<file path="config.mk">
export PLATFORM = sky130hd
export DESIGN_NAME = sync_fifo
export DESIGN_NICKNAME = d
export VERILOG_FILES = /design/src/rtl/sync_fifo_pkg.sv /design/src/rtl/sync_fifo_ram.sv /design/src/rtl/sync_fifo.sv
export SDC_FILE = /design/constraint.sdc
export NUM_CORES = 1
export LEC_CHECK = 0
export CAP_MARGIN = 20
export CORE_ASPECT_RATIO = 1.5
export CORE_MARGIN = 3
export CORE_UTILIZATION = 65
export DETAILED_ROUTE_END_ITERATION = 10
export PLACE_DENSITY = 0.84
export SYNTH_ARGS = -nofsm -noshare
export SYNTH_HDL_FRONTEND = slang
export SYNTH_SLANG_ARGS = --single-unit
</file>
<file path="constraint.sdc">
create_clock -name clk -period 8.9 [get_ports clk]
set_input_delay 1.335 -clock clk [delete_from_list [all_inputs] [get_ports clk]]
set_output_delay 1.335 -clock clk [all_outputs]
set_load 0.02 [all_outputs]
</file>
<file path="src/rtl/sync_fifo_pkg.sv">
// Shared definitions for the single-clock FIFO: depth helper, count type and
// decoding of the FALLTHROUGH parameter into a read-mode enum.
package sync_fifo_pkg;

    typedef enum logic {
        FT_REGISTERED = 1'b0,
        FT_COMB       = 1'b1
    } ft_mode_e;

    localparam int unsigned ASIZE_DEFAULT = 4;

    // Occupancy for the default geometry; 0..DEPTH needs one bit more than a pointer.
    typedef logic [ASIZE_DEFAULT:0] count_t;

    function automatic int unsigned depth_of(input int unsigned asize);
        return 32'd1 << asize;
    endfunction

    // Only the exact string "TRUE" selects fall-through; anything else is registered.
    function automatic ft_mode_e ft_mode_of(input logic [39:0] ft);
        return (ft == 40'("TRUE")) ? FT_COMB : FT_REGISTERED;
    endfunction

endpackage

</file>
<file path="src/rtl/sync_fifo_ram.sv">
// DEPTH x DSIZE storage for sync_fifo: one synchronous write port and one
// combinational read port. Contents are never reset.
module sync_fifo_ram #(
    parameter int unsigned DSIZE = 32,
    parameter int unsigned ASIZE = 4
) (
    input  logic             i_clk,
    input  logic             i_we,
    input  logic [ASIZE-1:0] i_waddr,
    input  logic [DSIZE-1:0] i_wdata,
    input  logic [ASIZE-1:0] i_raddr,
    output logic [DSIZE-1:0] o_rdata
);

    logic [DSIZE-1:0] r_mem [2**ASIZE];

    always_ff @(posedge i_clk) begin
        if (i_we) begin
            r_mem[i_waddr] <= i_wdata;
        end
    end

    assign o_rdata = r_mem[i_raddr];

endmodule

</file>
<file path="src/rtl/sync_fifo.sv">
// Single-clock FIFO with full/almost-full/empty/almost-empty flags and an
// optional fall-through read. Define SYNC_FIFO_ERR_FLAGS_EN for sticky overflow/underflow.
module sync_fifo
    import sync_fifo_pkg::*;
#(
    parameter int unsigned DSIZE      = 32,
    parameter int unsigned ASIZE      = 4,
    parameter              FALLTHROUGH = "TRUE",
    parameter int unsigned AWFULL_TH  = 1,
    parameter int unsigned AREMPTY_TH = 1
) (
    input  logic             clk,
    input  logic             rst,
    input  logic             winc,
    input  logic [DSIZE-1:0] wdata,
    output logic             wfull,
    output logic             awfull,
    input  logic             rinc,
    output logic [DSIZE-1:0] rdata,
    output logic             rempty,
    output logic             arempty
`ifdef SYNC_FIFO_ERR_FLAGS_EN
    ,
    output logic             overflow,
    output logic             underflow
`endif
);

    localparam int unsigned DEPTH   = depth_of(ASIZE);
    localparam ft_mode_e    FT_MODE = ft_mode_of(40'(FALLTHROUGH));

    typedef logic [ASIZE:0] cnt_t;

    localparam cnt_t CNT_FULL  = cnt_t'(DEPTH);
    localparam cnt_t CNT_AF_LO = cnt_t'(DEPTH - AWFULL_TH);
    localparam cnt_t CNT_AE_HI = cnt_t'(AREMPTY_TH);

    // Handshake: winc/rinc are requests; a write is taken on an edge only while
    // !wfull and a read only while !rempty. Refused requests are simply dropped.
    logic             w_wr_en;
    logic             w_rd_en;
    logic [DSIZE-1:0] w_ram_rdata;

    logic [ASIZE-1:0] r_wptr;
    logic [ASIZE-1:0] r_rptr;
    cnt_t             r_count;

    assign w_wr_en = winc && !wfull;
    assign w_rd_en = rinc && !rempty;

    always_ff @(posedge clk) begin
        if (rst) begin
            r_wptr  <= '0;
            r_rptr  <= '0;
            r_count <= '0;
        end else begin
            if (w_wr_en) begin
                r_wptr <= r_wptr + ASIZE'(1);
            end
            if (w_rd_en) begin
                r_rptr <= r_rptr + ASIZE'(1);
            end
            case ({w_wr_en, w_rd_en})
                2'b10:   r_count <= r_count + cnt_t'(1);
                2'b01:   r_count <= r_count - cnt_t'(1);
                default: r_count <= r_count;
            endcase
        end
    end

    // Flags come straight from the registered count, so they describe the state after the last edge.
    assign wfull   = (r_count == CNT_FULL);
    assign rempty  = (r_count == '0);
    assign awfull  = (r_count >= CNT_AF_LO) && (r_count != CNT_FULL);
    assign arempty = (r_count != '0) && (r_count <= CNT_AE_HI);

    sync_fifo_ram #(
        .DSIZE (DSIZE),
        .ASIZE (ASIZE)
    ) u_ram (
        .i_clk   (clk),
        .i_we    (w_wr_en),
        .i_waddr (r_wptr),
        .i_wdata (wdata),
        .i_raddr (r_rptr),
        .o_rdata (w_ram_rdata)
    );

    generate
        if (FT_MODE == FT_COMB) begin : g_fallthrough
            assign rdata = w_ram_rdata;
        end else begin : g_registered
            logic [DSIZE-1:0] r_rdata;

            always_ff @(posedge clk) begin
                if (rst) begin
                    r_rdata <= '0;
                end else if (w_rd_en) begin
                    r_rdata <= w_ram_rdata;
                end
            end

            assign rdata = r_rdata;
        end
    endgenerate

`ifdef SYNC_FIFO_ERR_FLAGS_EN
    logic r_overflow;
    logic r_underflow;

    always_ff @(posedge clk) begin
        if (rst) begin
            r_overflow  <= 1'b0;
            r_underflow <= 1'b0;
        end else begin
            if (winc && wfull) begin
                r_overflow <= 1'b1;
            end
            if (rinc && rempty) begin
                r_underflow <= 1'b1;
            end
        end
    end

    assign overflow  = r_overflow;
    assign underflow = r_underflow;
`endif

endmodule

</file>
* Word level (Yosys, flattened, before mapping)
Memories as Yosys holds them, arrays and structs flattened. A register that Yosys moved wholly into a read port is not among the register bits.
Index checks and enable logic that the tools add are counted.
** Cells by class
- Add/sub/neg operators :: 4
- Magnitude comparators :: 2
- Equality and inequality tests :: 4
- Muxes and demuxes :: 5
- Reductions and logical operators :: 9
** Operator list (count)
- 5-bit case mux with 2 select lines :: 1
- 4-bit by 1-bit adder with 4-bit output, second input constant :: 2
- 4-bit 2-to-1 mux :: 2
- 5-bit by 1-bit adder with 5-bit output, second input constant :: 1
- 5-bit equality test, second input constant :: 1
- 5-bit by 4-bit greater-or-equal comparator with 1-bit output, second input constant :: 1
- 5-bit by 1-bit <= comparator with 1-bit output, second input constant :: 1
- 5-bit logical NOT :: 1
- 5-bit != test, second input constant :: 1
- 5-bit nonzero test :: 1
- 5-bit by 1-bit subtractor with 5-bit output, second input constant :: 1
- 1-bit logical AND :: 4
- 2-bit by 1-bit equality test with 1-bit output, second input constant :: 1
- 2-bit equality test, second input constant :: 1
- 1-bit logical NOT :: 2
- 1-bit 2-to-1 mux :: 2
- 2-bit nonzero test :: 1
** Word-level totals
- Register bits after elaboration :: 13
- RAM bits :: 512
- Input port bits :: 36
- Output and inout port bits :: 36
- Logic and storage cells :: 28
- Memories kept :: 1
** Memory list
- u_ram.r_mem :: words 16, bits a word 32, rd ports 1, clocked after Yosys merged registers in 1, wr ports 1, line sync_fifo_ram.sv:15 : logic [DSIZE-1:0] r_mem [2**ASIZE];

* Logic depth before layout (Yosys ltp)
Gate-level depths: netlist of run 1.
- Depth after elaboration :: 5
- Gate-level depth with buffers :: 11
- Mapped depth without buffers :: 10

* Modules after synthesis
Synthesis of run 1 repeated with hierarchy kept, for this count alone.
** Unflattened totals
- Cells, all modules :: 899
- Area, all modules :: 20039.2 um^2
** Modules (own cells, without submodules)
- sync_fifo_ram :: times used 1, cells an instance 806, area each 19213.4 um^2, sequential area each 15374.7 um^2
- sync_fifo :: times used 1, cells an instance 93, area each 825.8 um^2, sequential area each 260.2 um^2

* Worst setup path after synthesis of run 1
Ideal clock, no wire load.
- Path kind :: input to register
- Start :: input winc
- End :: memory u_ram.r_mem[0][0], enable pin
- Setup time :: 0.461 ns
- Data arrival time :: 3.973 ns
- Required time :: 8.439 ns
- Path slack :: 4.466 ns
- Stages :: 4
- Path buffers :: 1
- Path through :: and2_1 -> clkbuf_1 -> nand2_1 -> nor3_1
** On the way
- Longest elaborated chain between the ends :: 3
** RTL lines
- from (decl) :: line sync_fifo.sv:14 : input logic winc,
- 1-bit logical AND :: line sync_fifo.sv:48 : assign w_wr_en = winc && !wfull;
- 1-bit 2-to-1 mux :: line sync_fifo_ram.sv:18 : if (i_we) begin
- 1-bit 2-to-1 mux (implied by the code) :: line sync_fifo_ram.sv:19 : r_mem[i_waddr] <= i_wdata;
- to (decl) :: line sync_fifo_ram.sv:15
Every way passes these cells.

==> results of run 1 <==
[sequential cells by signal, summed over array words and instances (netlist names), named ones only]
signal	flops
r_count	5
r_wptr	4
u_ram.r_mem	512
r_rptr	4
[routing by layer]
layer,vias up,part of all wire [%]
li1,3963,-
met1,5124,36
met2,623,51
met3,143,8.6
met4,2,4.3
met5,-,0.016
[cell usage in the layout, fill, tap and decap left out, types with 3 or more instances in the layout]
master / synthesis / routed
nand2_1: 42 / 42
nor2_1: 25 / 12
a22oi_1: 64 / 64
clkbuf_1: 20 / 9
and3_1: 3 / 3
buf_4: 10 / 20
inv_1: 10 / 10
nand3_1: 5 / 5
xor2_1: 7 / 7
clkdlybuf4s50_1: 0 / 71
ha_1: 11 / 11
xnor2_1: 3 / 3
nand2b_1: 4 / 4
clkinv_2: 0 / 5
nor2_4: 0 / 13
clkinv_1: 0 / 9
mux4_2: 128 / 128
dfxtp_1: 17 / 15
bufinv_16: 0 / 6
nor3_2: 0 / 4
edfxtp_1: 512 / 512
clkbuf_16: 0 / 46
a21oi_1: 7 / 7
[through the flow]
step,cells,setup WS [ns]
3_5_place_dp,1350,4.363
5_1_grt,1427,3.541
6_report,1427,3.695
4_1_cts,1427,3.665
2_1_floorplan,907,4.466
3_3_place_gp,1350,4.357
[path summary, 6_finish.rpt]
| kind | slack [ns] | endpoint | cells after the start |
|---|---|---|---|
| setup / recovery | 3.69 | rdata[5] | 5 |
| hold / removal | 0.50 | flop | 2 |
| setup reg to reg | 5.98 | u_ram.r_mem[4][24] | 7 |
| hold reg to reg | 0.50 | flop | 2 |
[cell usage after synthesis]
master,count,area (µm²)
nor2_1,25,93.84
buf_2,9,45.04
xor2_1,7,61.31
buf_1,9,33.78
a311oi_1,1,8.760
edfxtp_1,512,15370
o21ai_0,1,5.000
clkbuf_1,20,75.07
a211oi_1,1,7.510
clkbuf_2,1,5.000
nand2b_1,4,25.02
nand4bb_1,1,11.26
or4b_4,1,13.76
mux4_2,128,2883
nor3_1,5,25.02
a22oi_1,64,480.5
and2_1,2,12.51
or4b_1,1,10.01
nand2_1,42,157.7
nand3_1,5,25.02
inv_1,10,37.54
buf_4,10,75.07
nand4b_1,1,8.760
xnor2_1,3,26.28
dfxtp_1,17,340.3
o22ai_1,2,12.51
a21oi_1,7,35.03
or3_1,1,6.260
and3_1,3,18.77
ha_1,11,137.6
nor2b_1,2,12.51
a21boi_0,1,7.510
[worst reg2reg max path: cells and delay by family (launching register included)]
family        cells  cell delay, ns
buf+inv           2            0.63
fa+ha+maj         1            0.26
simple gates      4            1.22
flops             1            0.46
[layout make-up]
cell class	instances	share of cell area, %
flip-flops and latches	529	68.93
well taps	400	2.194
repair buffers	92	3.862
inverters	10	0.1646
clock buffers	55	5.195
clock inverters	22	1.157
multi-input cells	319	18.50
[where the power goes]
| group | internal [W] | leakage [nW] | total, W | switching, W |
|---|---|---|---|---|
| Combinational | 0.000546 | 1.59 | 0.00106 | 0.000516 |
| Clock | 0.00112 | 0.707 | 0.00198 | 0.000860 |
| Sequential | 0.00279 | 4.76 | 0.00286 | 0.0000646 |
| Total | 0.00446 | 7.06 | 0.00590 | 0.00144 |
[cells by family after synthesis]
| group | count (synthesis) |
|---|---|
| DFF | 529 |
| muxes | 128 |
| and+or+nand+nor | 93 |
| AOI/OAI and AO/OA | 77 |
| buffers and inverters | 59 |
| adders and majority gates | 11 |
| xor gates and xnor gates | 10 |
==> metrics.md, run 1 <==
| Metric | Value |
|---|---|
| Storage element area | between 15000 and 20000 µm² |
| CP Launch Type | flop |
| Synth Register Bits | 529 |
| WHS | roughly 0.50 ns |
| Post-synthesis xor/xnor area fraction | 0.4364% |
| Grt met1 use | 38.60% |
| Worst Hold Class | reg -> reg |
| Post-CTS Setup Inserts | 0 |
| Worst EP required | 7.57 ns |
| Maximum clock rate | 192.1 MHz |
| Cell Area, Placed | 21360 µm² |
| Total track usage | 28.16% |
| Largest family of logic cells by synthesized area | multiplexers |
| CP Class | reg -> out |
| Tmin final | approximately 5.2 ns |
| Final number of hold-violating endpoints | 0 |
| I/O pin total | 72 |
| Max-Cap Viols | 0 |
| CTS tree | yes |
| Synth Area in Compound Gates | 2.774% |
| Worst-path clk slew | about 0.070 ns |
| Syn Std Cell Area | 20070 µm² |
| P_leak | 7.057 nW |
| H-tree depth | 2 |
| Cell area after layout | 22810 µm² |
| Final wirelength | 44850 µm |
| Syn nets | 954 |
| Arr. time, crit path | just under 4 ns |
| Via/cell ratio | 6.906 |
| Final Slew Violations | 0 |
| R2r startpoint | r_count[0] |
| Period utilization | 58.49% |
| Total die area | 33070 µm² |
| Via Count | 9855 |
| Tot Pwr | 0.005900 W |
| Nets | 1043 |
| Post-CTS Hold Buffers | 0 |
| Overflow after GRT | 0 |
| Final GP Congestion | 0.7444 |
| Fin util | about 75% |
| Layout Skew | 0.01842 ns |
| Layout cells sized above 1 | between 20% and 30% |
| Met3 usage | 5.450% |
| Critical path's slowest cell | buf_4 |
| Area of the core | 30350 µm² |
| Clk Latency, worst-skew pair | roughly 0.57 ns |
| CP bufs+invs | 2 |
| CTS root buf | clkbuf_16 |
| Post-DP HPWL | about 21000 µm |
| Unrepaired setup endpoints after global routing | false |
| Min-delay src | r_rptr[1] |
| Post_cts resized | 0 |
| Synth warn | 0 |
| Cells after Synth | 907 |
| Worst Setup End Kind | primary output |
| Avg Inst Size Synth | 22.13 µm² |
| CP top delay family | buffers and inverters |
| Distinct cell type count after synthesis | 32 |
| First DRT Iteration DRCs | around 1200 |
| Peak VDD IR | 0.3176 mV |
| Max stage delay on crit path | 0.92 ns |
| I/O Buffers | 71 |
| Area grow syn2layout | 13.64% |
| Outcome | finished, final reports clean |
| Clock sink count | 529 |
| Residual DRC count | 0 |
| Register area share after synthesis | 78.29% |
| GR Util met2 | around 45% |
| Initial Util | between 60% and 70% |
| Routed Antenna Nets | 0 |
| Least-Margin Pin Slew | 1.062 ns |
| Most used routing layer | met2 |
| CP max FO | 75 |
| Clock Path Buffers | 3 |
| Post-synthesis adder-cell area fraction | 0.6857% |
| CTS buffer count | 44 |
| Mux share of post-synthesis cell area | 14.36% |
| Die W | between 100 and 150 µm |
| Largest net degree at the start of global routing | 119 |
| Initial antenna violation count | 1 |
| # rows | around 80 |
| Footprint of the multi-input gates | 4219 µm² |
| Crit-path cells | buf_4 -> mux4_2 -> a22oi_1 -> nand2_1 -> clkdlybuf4s50_1 |
| P per Cell Area | 258.7 nW/µm² |
| DR WL/cell | 31.43 µm |
| DRT Pass-1 Iters | 5 |
| Setup violations, final | 0 |
| Chip Height | 221.2 µm |
| Setup_tns | 0 ns |
| Vias in the first global route | about 10000 |
| Simple-Gate Fraction of Synth Area | 2.095% |
| First-pass GRT wire length | 67230 µm |
| Relative slew slack | 29.19% |
| FILL cells | 1548 |
| Ant. Diodes | 0 |
(Power assumes the default switching activity.)
==> run 2, diff against run 1 <==
--- a/config.mk
+++ b/config.mk
@@ -8,9 +8,9 @@
 export CAP_MARGIN = 20
 export CORE_ASPECT_RATIO = 1.5
 export CORE_MARGIN = 3
-export CORE_UTILIZATION = 65
+export CORE_UTILIZATION = 55
 export DETAILED_ROUTE_END_ITERATION = 10
-export PLACE_DENSITY = 0.84
+export PLACE_DENSITY = 0.76
 export SYNTH_ARGS = -nofsm -noshare
 export SYNTH_HDL_FRONTEND = slang
 export SYNTH_SLANG_ARGS = --single-unit
==> constraint.sdc (replaced) <==
create_clock -name clk -period 4.4 [get_ports clk]
set_input_delay 0.66 -clock clk [delete_from_list [all_inputs] [get_ports clk]]
set_output_delay 0.66 -clock clk [all_outputs]
set_load 0.02 [all_outputs]
==> run 2 against run 1 <==
  * Wire length decreased by 5.1%
  * Final cell count increased by 6.9%
  * Clock power increased by 100%
  * Final area increased by 1.4%
  * Hold slack got worse by 0.012 ns
  * Global-route usage decreased by 5.6 points
  * Register-to-register slack got worse by 4.5 ns
  * Power increased by 100%
  * Clock skew decreased by 0.0039 ns
  * Largest cell class unchanged
==> metrics.md, run 2 (synthesis gave the netlist of run 1 again) <==
| Metric | Value |
|---|---|
| Worst EP required | 3.74 ns |
| Setup_tns | 0 ns |
| Layout Skew | 0.01455 ns |
| CP Class | reg -> out |
| R2r setup slk | 1.53 ns |
| Worst Hold Class | reg -> reg |
| # rows | between 80 and 90 |
| Tmin final | 3.751 ns |
| P_leak | between 7 and 8 nW |
| Routed Antenna Nets | 0 |
| Overflow after GRT | 0 |
| Clock sink count | 529 |
| Storage element area | 15720 µm² |
| CP max FO | 30 |
| Cell area after layout | roughly 23000 µm² |
| WHS | slightly below 0.5 ns |
| Post-DP HPWL | 21890 µm |
| FILL cells | 2359 |
| Initial Util | 55.84% |
| Total die area | 38870 µm² |
| Peak VDD IR | 0.3789 mV |
| Final number of hold-violating endpoints | 0 |
| CP Launch Type | flop |
| Die W | 162.0 µm |
| Commonest non-fill, non-tap cell in the layout | edfxtp_1 |
| Least-Margin Pin Slew | between 0.9 and 1 ns |
| Cell Area, Placed | 21630 µm² |
| Nets | between 1000 and 1500 |
| Unrepaired setup endpoints after global routing | false |
| Min-delay src | r_rptr[1] |
| Area of the core | 35950 µm² |
| Final Slew Violations | 0 |
| R2r startpoint | r_count[0] |
| Relative slew slack | 38.79% |
| Chip Height | 240.0 µm |
| CTS buffer count | 45 |
| Footprint of the multi-input gates | 4219 µm² |
| Largest Register | u_ram.r_mem |
| Largest net degree at the start of global routing | 47 |
| Period utilization | 85.25% |
| First-pass GRT wire length | 64290 µm |
| Post_cts resized | 0 |
| Area grow syn2layout | 15.24% |
| CTS tree | yes |
| First DRT Iteration DRCs | 1079 |
| Via Count | between 9000 and 10000 |
| R2R cell count | 7 |
| Final wirelength | roughly 43000 µm |
| I/O Buffers | between 70 and 80 |
| P per Cell Area | 519.8 nW/µm² |
| H-tree depth | 2 |
| Clock Path Buffers | 3 |
| Max-Cap Viols | 0 |
| Final GP Congestion | between 0.7 and 0.8 |
| Hold depth | 2 |
| Worst-path clk slew | 0.06 ns |
| CTS root buf | clkbuf_16 |
| Total track usage | between 20% and 30% |
| DR WL/cell | approximately 28 µm |
| Initial antenna violation count | 1 |
| Residual DRC count | 0 |
| DRT Pass-1 Iters | 5 |
| Largest register FFs | around 510 |
| Via/cell ratio | 6.291 |
| RR Endpoint | u_ram.r_mem[5][13] |
| Outcome | finished, final reports clean |
| Maximum clock rate | between 200 and 300 MHz |
| I/O pin total | 72 |
| Clk Latency, worst-skew pair | 0.56 ns |
| Layout cells sized above 1 | 23.83% |
| Setup violations, final | 0 |
| Commonest cells after routing, fill and taps aside | edfxtp_1, mux4_2, clkdlybuf4s50_1 |
| Post-CTS Setup Inserts | 0 |
| Post-CTS Hold Buffers | 0 |
| Vias in the first global route | between 10000 and 15000 |
| Biggest regs | u_ram.r_mem (512), r_count (5) |
| Worst Setup End Kind | primary output |
| Arr. time, crit path | about 3.1 ns |
run 2: how the worst max path moves through the flow:
stage / start / end
after global placement: flop / rdata[29]
after floorplan: r_count[0] / u_ram.r_mem[0][0]
after CTS: flop / rdata[9]
after global routing: flop / rdata[24]
final: flop / rdata[9]
after detailed placement: flop / rdata[29]
run 2: where the power goes:
part           switching [W]  internal, W
sequential          0.000142      0.00565
combinational        0.00103      0.00116
clock                0.00171      0.00233
run 2: per-stage QoR:
stage	instances	utilization, %	setup WS, ns	total power [W]
after global placement	1442	60.16	1.216	0.008078
after floorplan	907	-	0.3946	0.007388
after CTS	1523	64.33	0.5757	0.01212
after global routing	1524	64.34	0.4788	0.01245
after detailed placement	1442	60.16	1.193	0.008105
final	1525	64.34	0.6492	0.01202
run 2: layout make-up:
cell class	instances	share of cell area, %
Sequential cell	529	67.98
Clock buffer	60	5.339
Tap cell	478	2.586
Timing Repair Buffer	106	4.533
Inverter	10	0.1623
Clock inverter	21	1.141
Antenna cell	2	0.02164
Multi-Input combinational cell	319	18.24
run 2: critical path: stages, from the launching register on:
cell             delay, ns
dfxtp_4               0.70
buf_12                0.32
mux4_2                0.58
a22oi_1               0.22
nand2_1               0.13
clkdlybuf4s50_1       0.56
run 2: layer usage:
| metal | GRT usage [%] | vias to the layer above | wire (µm) |
|---|---|---|---|
| met5 | 0 | - | 0 |
| met4 | 8.381 | 0 | 1346 |
| met3 | 4.516 | 87 | 3143 |
| met2 | 37.71 | 453 | 22050 |
| met1 | 29.85 | 5055 | 16000 |
| li1 | - | 3999 | - |
==> run 3, diff against run 2 <==
--- a/config.mk
+++ b/config.mk
@@ -14,3 +14,4 @@
 export SYNTH_ARGS = -nofsm -noshare
 export SYNTH_HDL_FRONTEND = slang
 export SYNTH_SLANG_ARGS = --single-unit
+export TNS_END_PERCENT = 5
==> results of run 3 <==
No change in the layout: final DEF, timing and power equal those of run 2.
